===== src/rtl/bus_pkg.sv =====
// Shared bus constants and the arbiter state encoding, imported by the
// arbiter, the address decoder and the peripherals.
package bus_pkg;

  localparam int BUS_W       = 32;
  localparam int BUS_AW      = 16;
  localparam int TMO_DEFAULT = 15;

  typedef enum logic [1:0] {
    ST_IDLE     = 2'd0,
    ST_WR_ISSUE = 2'd1,
    ST_RD_WAIT  = 2'd2
  } bus_state_e;

endpackage


===== src/rtl/rr_arb2.sv =====
// Two-way round-robin pick: a lone requester wins, and on a tie the master
// that was not granted last wins.
module rr_arb2 (
  input  logic [1:0] req,
  input  logic       last,
  output logic       grant
);

  always_comb begin
    grant = 1'b0;
    if (req == 2'b11) grant = ~last;
    else              grant = req[1];
  end

endmodule


===== src/rtl/bus_arb.sv =====
// Two-master arbiter for the shared peripheral bus: serialises reads and writes
// with round-robin fairness and force-completes reads the decoder never answers.
//
// Handshake: a master raises ren or wen and holds the request (with addr, wdata
// and wmask stable) until the matching rd_valid or the one-cycle wack; a read
// completes in the cycle rd_valid is high. ren together with wen is a read.
module bus_arb
  import bus_pkg::*;
#(
  parameter int W   = BUS_W,
  parameter int AW  = BUS_AW,
  parameter int TMO = TMO_DEFAULT
) (
  input  logic          clk,
  input  logic          rst,
  input  logic [AW-1:0] m0_addr,
  input  logic [AW-1:0] m1_addr,
  input  logic          m0_ren,
  input  logic          m1_ren,
  input  logic          m0_wen,
  input  logic          m1_wen,
  input  logic [W-1:0]  m0_wdata,
  input  logic [W-1:0]  m1_wdata,
  input  logic [3:0]    m0_wmask,
  input  logic [3:0]    m1_wmask,
  output logic [W-1:0]  m0_rdata,
  output logic [W-1:0]  m1_rdata,
  output logic          m0_rd_valid,
  output logic          m1_rd_valid,
  output logic          m0_wack,
  output logic          m1_wack,
  output logic [AW-1:0] s_addr,
  output logic          s_ren,
  output logic          s_wen,
  output logic [W-1:0]  s_wdata,
  output logic [3:0]    s_wmask,
  input  logic [W-1:0]  s_rdata,
  input  logic          s_rd_valid,
  output logic          owner,
  output logic          bus_err,
  output bus_state_e    dbg_state
);

  bus_state_e state;
  logic       last;
  logic [7:0] cnt;
  logic [1:0] req;
  logic       win;
  logic       win_ren;
  logic       rd_wait;
  logic       tmo_hit;
  logic       rd_done;

  assign req = {m1_ren | m1_wen, m0_ren | m0_wen};

  rr_arb2 u_rr (
    .req   (req),
    .last  (last),
    .grant (win)
  );

  assign win_ren = win ? m1_ren : m0_ren;

  // A real completion on the timeout cycle wins over the forced one.
  assign rd_wait = (state == ST_RD_WAIT);
  assign tmo_hit = rd_wait && !s_rd_valid && (cnt == 8'(TMO));
  assign rd_done = rd_wait && (s_rd_valid || tmo_hit);

  assign m0_rd_valid = rd_done && !owner;
  assign m1_rd_valid = rd_done && owner;
  assign m0_rdata    = (rd_wait && !tmo_hit) ? s_rdata : '0;
  assign m1_rdata    = (rd_wait && !tmo_hit) ? s_rdata : '0;
  assign m0_wack     = s_wen && !owner;
  assign m1_wack     = s_wen && owner;
  assign bus_err     = tmo_hit;
  assign dbg_state   = state;

  always_ff @(posedge clk or posedge rst) begin
    if (rst) begin
      state   <= ST_IDLE;
      s_addr  <= '0;
      s_wdata <= '0;
      s_wmask <= '0;
      s_ren   <= 1'b0;
      s_wen   <= 1'b0;
      owner   <= 1'b0;
      last    <= 1'b1;
      cnt     <= '0;
    end else begin
      case (state)
        ST_IDLE: begin
          if (|req) begin
            s_addr  <= win ? m1_addr  : m0_addr;
            s_wdata <= win ? m1_wdata : m0_wdata;
            s_wmask <= win ? m1_wmask : m0_wmask;
            owner   <= win;
            last    <= win;
            cnt     <= '0;
            if (win_ren) begin
              s_ren <= 1'b1;
              state <= ST_RD_WAIT;
            end else begin
              s_wen <= 1'b1;
              state <= ST_WR_ISSUE;
            end
          end
        end
        ST_WR_ISSUE: begin
          s_wen <= 1'b0;
          state <= ST_IDLE;
        end
        ST_RD_WAIT: begin
          if (rd_done) begin
            s_ren <= 1'b0;
            state <= ST_IDLE;
          end else begin
            cnt <= cnt + 8'd1;
          end
        end
        default: begin
          s_ren <= 1'b0;
          s_wen <= 1'b0;
          state <= ST_IDLE;
        end
      endcase
    end
  end

endmodule


===== config.mk =====
export PLATFORM = sky130hd
export DESIGN_NAME = bus_arb
export DESIGN_NICKNAME = d
export VERILOG_FILES = /design/src/rtl/bus_pkg.sv /design/src/rtl/rr_arb2.sv /design/src/rtl/bus_arb.sv
export SDC_FILE = /design/constraint.sdc
export NUM_CORES = 1
export LEC_CHECK = 0
export ABC_AREA = 1
export CAP_MARGIN = 20
export CORE_AREA = 2 2 105 107
export CTS_BUF_LIST = sky130_fd_sc_hd__clkbuf_8
export DETAILED_ROUTE_END_ITERATION = 6
export DIE_AREA = 0 0 107 109
export GPL_TIMING_DRIVEN = 1
export HOLD_SLACK_MARGIN = 0.08
export PLACE_DENSITY_LB_ADDON = 0.08
export SYNTH_ARGS = -nofsm -noshare
export SYNTH_HDL_FRONTEND = slang
export SYNTH_HIERARCHICAL = 1
export SYNTH_SLANG_ARGS = --single-unit

===== constraint.sdc =====
create_clock -name clk -period 5.5 [get_ports clk]
set_input_delay 1.375 -clock clk [delete_from_list [all_inputs] [get_ports clk]]
set_output_delay 1.375 -clock clk [all_outputs]
set_load 0.05 [all_outputs]

# [After elaboration in Yosys (flattened, before gate mapping)]
# Cells that the tools add are included.
[classes] mux=20 eq_ne=9 reduce_logical=20 n_bitwise=5 n_addsub=1
[ops] operator="$mux 32" count=2
[ops] operator="$mux 16" count=1
[ops] operator="$mux 8" count=2
[ops] operator="$pmux 8 s2" count=1
[ops] operator="$add 8x1->8 const B" count=1
[ops] operator="$eq 8x4->1 const B" count=1
[ops] operator="$logic_and 1x1->1" count=8
[ops] operator="$ne 2x2->1 const B" count=4
[ops] operator="$mux 1" count=7
[ops] operator="$mux 2" count=3
[ops] operator="$reduce_and 3->1" count=2
[ops] operator="$eq 2x2->1 const B" count=2
[ops] operator="$mux 4" count=1
[ops] operator="$pmux 2 s2" count=1
[ops] operator="$reduce_and 2->1" count=2
[ops] operator="$reduce_and 4->1" count=1
[ops] operator="$logic_not 1->1" count=3
[ops] operator="$not 1->1" count=3
[ops] operator="$pmux 1 s3" count=1
[ops] operator="$eq 2x1->1 const B" count=1
[ops] operator="$logic_not 2->1" count=1
[ops] operator="$ne 2x1->1 const B" count=1
[ops] operator="$or 1x1->1" count=2
[ops] operator="$pmux 1 s2" count=1
[ops] operator="3 further kinds" count=3
[totals] reg_bits=66 elab_cells=64

# [Longest topological paths before layout]
# Gate-level depths: netlist (run 1).
[depth] word_depth=7 depth_mapped=12

# [By module]
# The synthesis (run 1) kept the hierarchy.
[by_module_without_submodules] module="bus_arb" n_inst=1 cells_per_inst=454 area_each_um2=3779.9 seq_area_each_um2=1652.8
[by_module_without_submodules] module="rr_arb2" n_inst=1 cells_per_inst=2 area_each_um2=12.5 seq_area_each_um2=0.0

# [Worst setup path after synthesis (run 1)]
# No wires, ideal clock.
[synth_path] kind="input to output" startpoint="input port s_rd_valid" endpoint="output port m0_rd_valid" stages=5 slack_ps=1103 t_arrival_ps=3022 cell_sequence="nor2_1 -> nand4_1 -> nor2_1 -> nor2_1 -> nor2_1"
[synth_between] elab_chain_len=6
[synth_rtl] element="start: declaration" line="bus_arb.sv:38" rtl="input logic s_rd_valid,"
[synth_rtl] element="$logic_not 1->1" line="bus_arb.sv:66" rtl="assign tmo_hit = rd_wait && !s_rd_valid && (cnt == 8'(TMO));"
[synth_rtl] element="$logic_and 1x1->1 (2 in series)" line="bus_arb.sv:66"
[synth_rtl] element="net bus_err" line="bus_arb.sv:40" rtl="output logic bus_err,"
[synth_rtl] element="$logic_or 1x1->1" line="bus_arb.sv:67" rtl="assign rd_done = rd_wait && (s_rd_valid || tmo_hit);"
[synth_rtl] element="$logic_and 1x1->1" line="bus_arb.sv:67"
[synth_rtl] element="$logic_and 1x1->1" line="bus_arb.sv:69" rtl="assign m0_rd_valid = rd_done && !owner;"
[synth_rtl] element="end: declaration" line="bus_arb.sv:28" rtl="output logic m0_rd_valid,"
# The timed path passes the listed nets, and every way through them passes these cells.

# [Worst setup path after layout (run 1)]
[layout_path] startpoint="input port s_rd_valid" endpoint="output port m0_rdata[21]"
[layout_between] elab_chain_len=6
[layout_rtl] element="$logic_not 1->1" line="bus_arb.sv:66"
[layout_rtl] element="$logic_and 1x1->1 (2 in series)" line="bus_arb.sv:66"
[layout_rtl] element="$logic_not 1->1" line="bus_arb.sv:71" rtl="assign m0_rdata = (rd_wait && !tmo_hit) ? s_rdata : '0;"
[layout_rtl] element="$logic_and 1x1->1" line="bus_arb.sv:71"
[layout_rtl] element="$mux 32" line="bus_arb.sv:71"
[layout_rtl] element="end: declaration" line="bus_arb.sv:26" rtl="output logic [W-1:0] m0_rdata,"
# No other way between the ends.

==> results.sh, run 1 <==
export IMPL_final_fill_count=937
export IMPL_hold_viol=0
export IMPL_p_seq_share_pct=21.0
export IMPL_cts_root_buf="clkbuf_8"
export IMPL_cts_htree_levels=3
export IMPL_critical_path_class="in -> out"
export IMPL_final_common_cell="clkdlybuf4s50_1"
export IMPL_clock_power_share_pct=11.4
export IMPL_drtIter0Drc=156
export IMPL_sw_frac_of_total_pct=53.6
export IMPL_use_met2_pct=32.5
export IMPL_row_count=38
export IMPL_fin_crit_sh_pct=86.6
export IMPL_register_area_mm2=0.00165
export IMPL_clk_latency_ns=0.34
export IMPL_synth_xor_area_share_pct=0
export IMPL_instances_no_fill=828
export IMPL_drc=0
export IMPL_crit_fanout=32
export IMPL_intPower_uw=1860
export IMPL_vdd_drop_max_v=0.000334
export IMPL_hp_class="reg -> reg"
export IMPL_avgViaCountPerCell=4.44
export IMPL_rsz0062_at_grt="false"
export IMPL_dieWidth_um=107
export IMPL_syn_avg_cell_area_um2=8.32
export IMPL_synth_top_family_by_area="simple AND/OR/NAND/NOR gates"
export IMPL_detailedPlacementHpwl_mm=8.54
export IMPL_synth_edff_count=0
export IMPL_cp_data_required_time_ns=4.12
export IMPL_cts_tree="done"
export IMPL_port_buffers=268
export IMPL_grt_pass1_wl_mm=16.7
export IMPL_cts_hold_buffers=0
export IMPL_endpoint_kind="primary output"
export IMPL_drive_gt1_share_pct=4.80
export IMPL_grt_pass1_vias=3514
export IMPL_combPwrFrac_pct=67.6
export IMPL_yosysUniqueCellTypes=27
export IMPL_overflow=0
export IMPL_dp_cells=812
export IMPL_status="finished, final reports clean"
export IMPL_ys_seq_area_share_pct=43.6
export IMPL_gp_congestion=0.844
export IMPL_grt_max_degree=84
export IMPL_syn_to_final_growth_pct=72.6
export IMPL_tightestPinTransition_ns=0.912
export IMPL_cts_buffers_inserted=9
export IMPL_multi_input_comb_area_mm2=0.00157
export IMPL_synth_compound_area_share_pct=8.61
export IMPL_period_needed_ns=4.76
export IMPL_crit_path_start_kind="input port"
export IMPL_maxCapViolations=0
export IMPL_maxSlewViolCount=0
export IMPL_grtUsageMet1_pct=19.9
export IMPL_tns_ns=0
export IMPL_ys_flop_type="dfrtp_1"
export IMPL_start_util_pct=35.8
export IMPL_cts_sinks=66
export IMPL_grt_usage_pct=18.1
export IMPL_num_io_pins=269
export IMPL_wire_per_inst_um=12.9
export IMPL_grt_antenna_before_repair=0
export IMPL_layout_common_cells="268 x clkdlybuf4s50_1, 94 x nand2_1, 65 x dfrtp_1"
export IMPL_clock_path_buffers=2
export IMPL_clkTransAtPathRegs_ns=0.08
export IMPL_drtPass1Iterations=4
export IMPL_leakage_uw=0.00296
export IMPL_critical_path_top_delay_family="buffers and inverters"
export IMPL_cp_cell_sequence="clkdlybuf4s50_1, o21ai_4, nor2_1, clkdlybuf4s50_1"
export IMPL_critPathSlowestCell="clkdlybuf4s50_1"
export IMPL_grt_use_met3_pct=5.98
export IMPL_coreArea_mm2=0.0106
export IMPL_setup_viol=0
export IMPL_yosysWarningCount=6
export IMPL_die_h_um=109
export IMPL_cp_num_buf_inv=2
export IMPL_fin_nets=827
export IMPL_synthCells=456
export IMPL_async_flop_share_pct=100
export IMPL_cts_setup_buffers=0
export IMPL_hold_slack_ns=0.472
export IMPL_cts_resized=0
export IMPL_switchingPower_uw=2150
export IMPL_power_density_mw_per_mm2=614
export IMPL_routed_wl_mm=10.7
export IMPL_synthAdderAreaFrac_pct=0.330
export IMPL_ys_seq_elements=66
export IMPL_cp_common_cell="clkdlybuf4s50_1"
export IMPL_fin_skew_ns=0.00844
export IMPL_yosys_area_share_simple_pct=18.4
export IMPL_power_uw=4020
export IMPL_syn_nets=600
export IMPL_synthMuxAreaShare_pct=13.7
export IMPL_diodes=0
export IMPL_final_antenna_net_count=0
export IMPL_fmaxAchievable_mhz=210
export IMPL_worst_ep_arrival_time_ns=3.39
export IMPL_dieArea_mm2=0.0117
export IMPL_vias=3675
export IMPL_slew_headroom_pct=39.1
export IMPL_synth_area_mm2=0.00379
export IMPL_slowest_delay_ns=0.76
export IMPL_top_usage_layer="met2"
power by group through the flow:
stage | registers, uW | clock network (uW) | logic [uW]
final | 843 | 459 | 2720
after global routing | 877 | 498 | 2880
after CTS | 845 | 470 | 2750
after detailed placement | 849 | 0 | 2750
after global placement | 841 | 0 | 2730
after floorplan | 1570 | 0 | 1210
cell families after synthesis:
logic type,after synthesis
muxes,52
AOI/OAI and AO/OA,61
DFF,66
adders and majority gates,1
buffers and inverters,105
and+or+nand+nor,171
final cells by class:
cell class                      instances  area share (%)
Timing Repair Buffer                  271            41.7
Sequential cell                        66            25.3
Multi-Input combinational cell        285            24.0
Inverter                               50            2.87
Tap cell                              140            2.68
Clock buffer                           10            2.10
Clock inverter                          6            1.36
registers in the layout, indices dropped and copies added, names as in the netlist:
| signal | count |
|---|---|
| owner | 1 |
| s_wen | 1 |
| s_wmask | 4 |
| s_wdata | 32 |
| s_addr | 16 |
| last | 1 |
| dbg_state | 2 |
| cnt | 8 |
| s_ren | 1 |
path summary, 6_finish.rpt:
kind	to	depth (start not counted)	from	slack, ns
worst max-delay path	m0_rdata[21]	4	s_rd_valid	0.74
worst min-delay path	s_ren	2	s_ren	0.47
worst max register to register	s_wen	8	last	3.48
worst min register to register	s_ren	2	s_ren	0.47
max in group asynchronous	last	3	rst	3.15
min in group asynchronous	s_wdata[1]	2	rst	1.44
per-layer routing:
layer / share of wire [%] / up-vias
li1: - / 1865
met1: 37 / 1644
met2: 52 / 153
met3: 9.4 / 13
met4: 1.3 / 0
met5: 0 / -
cell usage after synthesis, types with 3 or more instances:
master,count,area share [%]
buf_2,12,1.6
buf_4,33,6.5
buf_6,6,1.8
clkbuf_2,3,0.40
dfrtp_1,65,43
inv_1,49,4.8
mux2i_1,52,14
nand2_1,94,9.3
nand3_1,12,1.6
nand4_1,3,0.49
nor2_1,53,5.2
nor2_2,3,0.49
o21ai_0,51,6.7
o21ai_1,5,0.66
worst register-to-register path: cells and delay by family (launching register included):
family	cells	cell delay [ns]
AOI/OAI and AO/OA	2	0.77
and+or+nand+nor	5	0.47
DFF	1	0.38
buffers and inverters	1	0.33
per-stage QoR:
step | area, um^2 | setup WS (ns) | util [%]
6_report | 6550 | 0.737 | 61.7
3_3_place_gp | 6320 | 0.780 | 59.6
5_1_grt | 6550 | 0.580 | 61.7
2_1_floorplan | 3790 | 1.10 | -
4_1_cts | 6550 | 0.716 | 61.7
3_5_place_dp | 6320 | 0.714 | 59.6
(Power assumes the default switching activity.)
==> run 2, diff against run 1 <==
--- a/config.mk
+++ b/config.mk
@@ -9,6 +9,6 @@
 export CAP_MARGIN = 20
-export CORE_AREA = 2 2 105 107
+export CORE_MARGIN = 3
+export CORE_UTILIZATION = 39
 export CTS_BUF_LIST = sky130_fd_sc_hd__clkbuf_8
 export DETAILED_ROUTE_END_ITERATION = 6
-export DIE_AREA = 0 0 107 109
 export GPL_TIMING_DRIVEN = 1
--- a/constraint.sdc
+++ b/constraint.sdc
@@ -3,2 +3,2 @@
 set_output_delay 1.375 -clock clk [all_outputs]
-set_load 0.05 [all_outputs]
+set_load 0.02 [all_outputs]
==> run 2 against run 1 <==
  * Clock power decreased by 11%
  * Sequential power hardly changed
  * Routed wire length grew 7.8%
  * Largest power group unchanged
  * Clock skew down 0.0033 ns
  * Non-clock buffer count is 2 higher
  * Die area decreased by 6.2%
  * Final cell count is 1.1% lower
  * Register-to-register slack lost 0.08 ns
  * Combinational power decreased by 28%
  * First-iteration DRC count down 30%
  * Final area fell by 0.61%
  * Worst setup slack improved by 0.16 ns
==> results.sh, run 2 (same netlist as run 1, synthesis figures left out) <==
export IMPL_final_common_cell="clkdlybuf4s50_1"
export IMPL_cts_hold_buffers=0
export IMPL_gp_congestion=0.828
export IMPL_maxSlewViolCount=0
export IMPL_clk_latency_ns=0.34
export IMPL_clkTransAtPathRegs_ns=0.07
export IMPL_cts_buffers_inserted=9
export IMPL_r2r_end="s_wdata[16]"
export IMPL_setup_viol=0
export IMPL_grt_pass1_vias=3806
export IMPL_pre_cts_slack_ns=0.867
export IMPL_reg2reg_from="last"
export IMPL_vdd_drop_max_v=0.000266
export IMPL_r2r_setup_slack_ns=3.40
export IMPL_fin_nets=829
export IMPL_cts_setup_buffers=0
export IMPL_critPathSlowestCell="o21ai_4"
export IMPL_die_h_um=105
export IMPL_grt_max_degree=100
export IMPL_vias=3784
export IMPL_status="finished, final reports clean"
export IMPL_drive_gt1_share_pct=4.64
export IMPL_detailedPlacementHpwl_mm=9.25
export IMPL_row_count=35
export IMPL_dieArea_mm2=0.0109
export IMPL_drtIter0Drc=109
export IMPL_hold_viol=0
export IMPL_reg_top3="s_wdata (32), s_addr (16), cnt (8)"
export IMPL_cts_htree_levels=3
export IMPL_final_antenna_net_count=0
export IMPL_diodes=0
export IMPL_maxCapViolations=0
export IMPL_cts_sinks=66
export IMPL_place_area_mm2=0.00631
export IMPL_hp_start="s_ren"
export IMPL_drc=0
export IMPL_startpoint="s_rd_valid"
export IMPL_fmaxAchievable_mhz=217
export IMPL_critical_path_class="in -> out"
export IMPL_power_density_mw_per_mm2=496
export IMPL_grt_pass1_wl_mm=18.6
export IMPL_grt_antenna_before_repair=0
export IMPL_tightestPinTransition_ns=0.903
export IMPL_r2r_cells=4
export IMPL_routed_wl_mm=11.5
export IMPL_syn_to_final_growth_pct=71.5
export IMPL_cts_tree="done"
export IMPL_slew_headroom_pct=39.7
export IMPL_cp_cell_sequence="clkdlybuf4s50_1, o21ai_4, nor2_1, clkdlybuf4s50_1"
export IMPL_cp_num_buf_inv=2
export IMPL_overflow=0
export IMPL_drtPass1Iterations=5
export IMPL_endpoint_kind="primary output"
export IMPL_cts_root_buf="clkbuf_8"
export IMPL_dieWidth_um=105
export IMPL_tns_ns=0
export IMPL_fin_skew_ns=0.00512
export IMPL_worst_path_stages=4
export IMPL_final_area_mm2=0.00650
export IMPL_period_needed_ns=4.60
export IMPL_leakage_uw=0.00297
export IMPL_fin_crit_sh_pct=83.6
export IMPL_cp_data_required_time_ns=4.12
export IMPL_layout_common_cells="268 x clkdlybuf4s50_1, 94 x nand2_1, 65 x dfrtp_1"
export IMPL_regMostFlops="s_wdata"
export IMPL_cts_resized=0
export IMPL_critical_path_top_delay_family="buffers and inverters"
export IMPL_avgViaCountPerCell=4.62
export IMPL_start_util_pct=40.7
export IMPL_grt_usage_pct=21.0
export IMPL_clock_path_buffers=2
export IMPL_num_io_pins=269
export IMPL_rsz0062_at_grt="false"
export IMPL_largest_reg_flops=32
export IMPL_cp_endpoint="m0_rdata[11]"
export IMPL_slowest_delay_ns=0.62
export IMPL_crit_fanout=32
export IMPL_port_buffers=268
export IMPL_setup_slack_ns=0.900
export IMPL_cp_common_cell="clkdlybuf4s50_1"
export IMPL_worst_ep_arrival_time_ns=3.23
export IMPL_wire_per_inst_um=14.0
export IMPL_coreArea_mm2=0.00933
export IMPL_crit_path_start_kind="input port"
export IMPL_hp_class="reg -> reg"
-- run 2: worst min path at each step --
stage,to,slack [ns],cells after the start
finish,s_ren,0.47,2
global route,s_ren,0.50,2
CTS,s_ren,0.48,2
detailed placement,s_ren,0.46,2
global placement,s_ren,0.46,2
floorplan,last,0.46,2
-- run 2: tightest hold or removal path, stage by stage (launching register included) --
cell     delay, ns
dfrtp_1       0.34
nand2_1       0.05
nand2_1       0.05
-- run 2: final cells by class --
type                            instances  area [um^2]
Inverter                               50          188
Clock buffer                           11          151
Tap cell                              129          161
Fill cell                             779         2820
Clock inverter                          5         46.3
Timing Repair Buffer                  273         2730
Multi-Input combinational cell        285         1570
Sequential cell                        66         1650
-- run 2: layer usage --
metal  wire length, um  GRT usage (%)
met5                 0              0
met1              4080           21.9
met4               157           6.09
met2              6130           39.3
met3              1130           7.54
-- run 2: stage by stage --
step	util (%)	total power [uW]	cells	hold WS [ns]
2_1_floorplan	-	2010	456	0.458
3_3_place_gp	67.6	2790	803	0.458
3_5_place_dp	67.6	2840	803	0.462
4_1_cts	69.7	3260	819	0.475
5_1_grt	69.7	3440	819	0.501
6_report	69.7	3220	819	0.475
-- run 2: power by group --
part	leakage (uW)	internal, uW	switching (uW)	total [uW]
combinational	0.00204	889	1080	1970
clock	0.000113	229	180	409
sequential	0.000816	713	133	846
total	0.00297	1830	1390	3220
==> RTL edit 1, RTL diff (flow settings as in run 2) <==
Set the package constant `BUS_AW` to 15 (it was 16).
--- a/src/rtl/bus_pkg.sv
+++ b/src/rtl/bus_pkg.sv
@@ -4,5 +4,5 @@
 
   localparam int BUS_W       = 32;
-  localparam int BUS_AW      = 16;
+  localparam int BUS_AW      = 15;
   localparam int TMO_DEFAULT = 15;
 
Ports: changed (resized m0_addr, m1_addr and s_addr); port bits go from 269 to 266. The function was not compared with the original's and may differ.
==> RTL edit 1 against run 2 <==
Register-to-register slack better by 0.04 ns; fmax up 1.3%; sequential power down 2%; critical path depth up 3; setup slack better by 0.058 ns; sequential cell count down 1; wire length down 1.1%; total power down 3.8%; clock skew up 0.0043 ns; synthesized cell count down 1.5%; area after synthesis down 1.8%; cell area down 2.2%; non-clock buffer count down 4; critical endpoint is now m1_rdata[6]; highest routed layer unchanged.
==> RTL edit 1: results (changes against run 2) <==
net switching share of the total power = 43.97% (+0.76 points)
met1 capacity usage during global routing = 22.76% (+0.87 points)
net count of the mapped netlist = 591 (-1.5%)
Cell Count Post-Placement = 793 (-1.2%)
arithmetic-cell share of the synthesized area counting full adders, half adders and majority gates = 0.3361% (+0.0062 points)
endpoint of the most critical register-to-register path = s_wen
IR drop worst, VDD = 0.2901 mV (+9.2%)
Fill cells = 764 (-1.9%)
WL met1 = 4.143 mm (+1.5%)
Yosys cell types = 26 (-3.7%)
Global Route met2 Usage = 39.58% (+0.28 points)
Hold EP = s_wdata[2]
Reg2Reg Depth = 9 (+5)
total sequential power = 830 uW (-2%)
portion of netlist area occupied by mux cells = 13.71% (about the same)
Clock Skew = 0.009446 ns (+0.004327 ns)
number of global-route vias before repair = 3,623 (-4.8%)
most numerous cell types in the synthesized netlist = sky130_fd_sc_hd__nand2_1, sky130_fd_sc_hd__dfrtp_1, sky130_fd_sc_hd__nor2_1, sky130_fd_sc_hd__mux2i_1, sky130_fd_sc_hd__inv_1
detailed router's first-iteration violation count = 132 (+21%)
actual slew at the worst max-slew pin = 0.6908 ns (-0.2118 ns)
worst reg2reg setup slack = 3.44 ns (+0.04 ns)
sequential cell area fraction in the yosys report = 43.73% (+0.15 points)
global-route wire length before repair = 18.29 mm (-1.6%)
Global Route Usage Sum = 21.09% (+0.11 points)
outcome = completed
registers with the highest flip-flop counts = s_wdata (32), s_addr (15), cnt (8)
placer's final routability congestion estimate = 0.8348 (+0.85%)
critical path data arrival time = 3.17 ns (-0.06 ns)
startpoint of the most critical hold path = s_wdata[2]
Clock net power = 325 uW (-21%)
Detailed Place HPWL = 9.252 mm (about the same)
leakage power total = 2.920 nW (-1.8%)
number of detailed-routing iterations run before antenna repair = 4 (-1)
via/cell ratio = 4.572 (-1.0%)
Detail Route met2 WL = 6.116 mm (-0.21%)
worst setup timing slack at the placement stage = 0.9555 ns (+0.08863 ns)
share of cells above drive strength 1 = 3.971% (-0.67 points)
Synth Area in Compound Gates = 8.269% (-0.34 points)
PortBufs = 265 (-1.1%)
pin count of the biggest net entering global routing = 91 (-9.0%)
met3 track utilization from global routing = 6.168% (-1.4 points)
RTL edit 1: cell types whose count changed after synthesis, moves of 2 or more:
cell and delta:
sky130_fd_sc_hd__inv_1 -2, sky130_fd_sc_hd__buf_2 -2, sky130_fd_sc_hd__nand2_1 +2, sky130_fd_sc_hd__o21ai_1 +9
sky130_fd_sc_hd__buf_4 +2, sky130_fd_sc_hd__o21ai_0 -11
RTL edit 1: worst max path at each step:
stage / end / cells after the start / slack (ns) / start
after floorplan: m1_rdata[10] / 6 / 1.83 / s_rd_valid
after global placement: m1_rdata[6] / 7 / 0.99 / s_rd_valid
after detailed placement: m0_rdata[23] / 7 / 0.96 / s_rd_valid
after CTS: m0_rdata[23] / 7 / 0.95 / s_rd_valid
after global routing: m0_rdata[23] / 7 / 0.82 / s_rd_valid
final: m1_rdata[6] / 7 / 0.96 / s_rd_valid
RTL edit 1: critical path, stage by stage:
cell and delay (ns):
sky130_fd_sc_hd__clkdlybuf4s50_1 0.50, sky130_fd_sc_hd__nor2_1 0.06, sky130_fd_sc_hd__nand4_1 0.09, sky130_fd_sc_hd__nand2_1 0.06
sky130_fd_sc_hd__buf_4 0.22, sky130_fd_sc_hd__nor2_1 0.21, sky130_fd_sc_hd__clkdlybuf4s50_1 0.64
RTL edit 1: area by class of cell:
class	instances	area, um2	share of cell area (%)
Timing Repair Buffer	269	2708	42.54
Sequential cell	65	1628	25.57
Multi-Input combinational cell	281	1529	24.02
Inverter	49	183.9	2.890
Tap cell	129	161.4	2.536
Clock buffer	9	123.9	1.946
Clock inverter	7	31.28	0.4914
RTL edit 1: per-stage QoR:
stage	hold WS (ns)	utilization, %
final	0.4800	68.88
after global routing	0.5071	68.88
after CTS	0.4879	68.88
after detailed placement	0.4713	67.20
after global placement	0.4572	67.20
after floorplan	0.4727	-
==> RTL edit 2, RTL diff (settings of run 2) <==
Made on the original files. Register the output `bus_err`, without a reset; this adds one clock of latency there. The other outputs are not delayed to match.
--- a/src/rtl/bus_arb.sv
+++ b/src/rtl/bus_arb.sv
@@ -73,5 +73,7 @@
   assign m0_wack     = s_wen && !owner;
   assign m1_wack     = s_wen && owner;
-  assign bus_err     = tmo_hit;
+  always_ff @(posedge clk) begin
+    bus_err <= tmo_hit;
+  end
   assign dbg_state   = state;
 
Formal check against the unedited RTL: same outputs for any inputs over 4 cycles, from zero or initial values and one cycle with rst high; that may be too few to reach the edited logic, so the function may still have changed.
==> RTL edit 2 against run 2 <==
Sequential cell count increased by 1; setup slack got worse by 0.013 ns; total power increased by 0.16%; count of clock-buffer cells in the layout decreased by 1; clock power decreased by 5.6%; register-to-register slack improved by 0.20 ns; cell area increased by 0.54%; area after synthesis increased by 0.53%; wire length increased by 0.23%; critical path type unchanged; critical endpoint is now m1_rdata[26]; largest power group unchanged.
==> RTL edit 2: results (changes against run 2) <==
Detailed Place HPWL = 9.416 mm (+1.8%)
wire length after detailed routing = 11.53 mm (+0.23%)
final routed wire length divided by cell count = 14.04 um (about the same)
number of ordinary inverters in the final layout = 50 (unchanged)
Global Route Usage Sum = 20.89% (-0.088 points)
number of flip-flops in the largest register = 32 (unchanged)
pin count of the biggest net entering global routing = 54 (-46%)
non-clock buffer count = 274 (+0.37%)
relative contribution of combinational cells to total power = 61.7% (+0.6 points)
total area of sequential cells = 1673 um2 (+1.2%)
placer's final routability congestion estimate = 0.8470 (+2.3%)
Synth area leaders = sky130_fd_sc_hd__dfrtp_1, sky130_fd_sc_hd__mux2i_1, sky130_fd_sc_hd__nand2_1, sky130_fd_sc_hd__o21ai_0, sky130_fd_sc_hd__buf_4
placement row count = 35 (unchanged)
leakage power total = 2.974 nW (about the same)
PortBufs = 268 (unchanged)
detailed router's first-iteration violation count = 131 (+20%)
number of global-route vias before repair = 3,767 (-1.0%)
warnings from Yosys = 6 (unchanged)
worst setup timing slack at the placement stage = 0.8527 ns (-0.01417 ns)
area growth from synthesis to layout = 71.55% (about the same)
Pint = 1.813 mW (-0.99%)
Cell Count Post-Placement = 804 (+0.12%)
Clock Skew = 0.01064 ns (+0.005520 ns)
post_cts resized = 0 (unchanged)
NumNets Final = 831 (+0.24%)
CTS H-tree lvls = 3 (unchanged)
slowest CP cell = sky130_fd_sc_hd__o21ai_4
routed via count = 3,740 (-1.2%)
number of detailed-routing iterations run before antenna repair = 4 (-1)
outcome = completed
Fill cells = 808 (+3.7%)
largest fanout on the critical path = 32 (unchanged)
area share of buffers outside the clock network = 42.20% (+0.20 points)
number of clock-tree buffers in the layout = 10 (-1)
Clock buf/inv share = 2.831% (-0.21 points)
global-route wire length before repair = 18.33 mm (-1.4%)
latest clock arrival within the worst-skew pair = 0.35 ns
per-instance average area after synthesis = 8.342 um2 (+0.31%)
sequential group share of total power = 26.4% (+0.2 points)
Async SR Flop Fraction = 98.51% (-1.5 points)
type of the most critical hold path = reg2reg
clock root buffer = sky130_fd_sc_hd__clkbuf_8
maximum count of clock buffers along a single path = 2 (unchanged)
count of flip-flops and latches = 67 (+1.5%)
IR drop worst, VDD = 0.2212 mV (-17%)
area of the multi-input gates = 1573 um2 (unchanged)
critical path data arrival time = 3.24 ns (about the same)
Yosys cell types = 28 (+3.7%)
most numerous cell types in the synthesized netlist = sky130_fd_sc_hd__nand2_1, sky130_fd_sc_hd__dfrtp_1, sky130_fd_sc_hd__nor2_1, sky130_fd_sc_hd__mux2i_1, sky130_fd_sc_hd__o21ai_0
Switching Power = 1.417 mW (+1.7%)
share of cells above drive strength 1 = 5.202% (+0.56 points)
net count of the mapped netlist = 601 (+0.17%)
post-place instance area = 6327 um2 (+0.32%)
peak per-stage delay on the critical path = 0.62 ns (about the same)
registers with the highest flip-flop counts = s_wdata (32), s_addr (16), cnt (8)
Max transition margin = 42.10% (+2.4 points)
Multi-input comb cells = 285 (unchanged)
sequential cell area fraction in the yosys report = 43.88% (+0.30 points)
==> RTL edit 2: cell count changes in the layout (fill, tap and decap cells not counted) <==
cell and delta:
sky130_fd_sc_hd__buf_16 +1, sky130_fd_sc_hd__bufinv_16 -1, sky130_fd_sc_hd__clkbuf_8 -1, sky130_fd_sc_hd__clkinv_4 +1, sky130_fd_sc_hd__clkinvlp_4 +1, sky130_fd_sc_hd__dfxtp_1 +1, sky130_fd_sc_hd__inv_1 -3, sky130_fd_sc_hd__inv_6 +3
==> RTL edit 2: critical path: cells and delay by family <==
family	cells	cell delay (ns)
AOI/OAI and AO/OA	1	0.62
buffers and inverters	2	1.06
and+or+nand+nor	1	0.17
==> RTL edit 2: cells by family (layout without fill, tap and decap cells) <==
| kind of cell | after synthesis | in the layout | share of synthesized area, % |
|---|---|---|---|
| flip-flops | 67 | 67 | 43.88 |
| AND/OR/NAND/NOR | 171 | 171 | 18.31 |
| buffers and inverters | 105 | 340 | 15.26 |
| AO/OA/AOI/OAI | 61 | 61 | 8.566 |
| multiplexers | 52 | 52 | 13.65 |
| adder cells (fa/ha/maj) | 1 | 1 | 0.3281 |
==> RTL edit 2: routing by layer <==
layer	share of wire (%)	wire (um)	global-route usage [%]
met1	35	4027	21.42
met2	53	6119	38.73
met3	10	1153	7.844
met4	2.0	230	7.029
met5	0	0	0
==> RTL edit 2: path summary, 6_finish.rpt <==
kind	startpoint	endpoint	slack, ns	depth (start not counted)
max in group asynchronous	rst	last	3.14	3
hold reg to reg	s_ren	s_ren	0.48	2
setup reg to reg	last	s_wmask[2]	3.60	4
min in group asynchronous	rst	s_addr[15]	1.40	2
hold / removal	s_ren	s_ren	0.48	2
setup / recovery	s_rd_valid	m1_rdata[26]	0.89	4
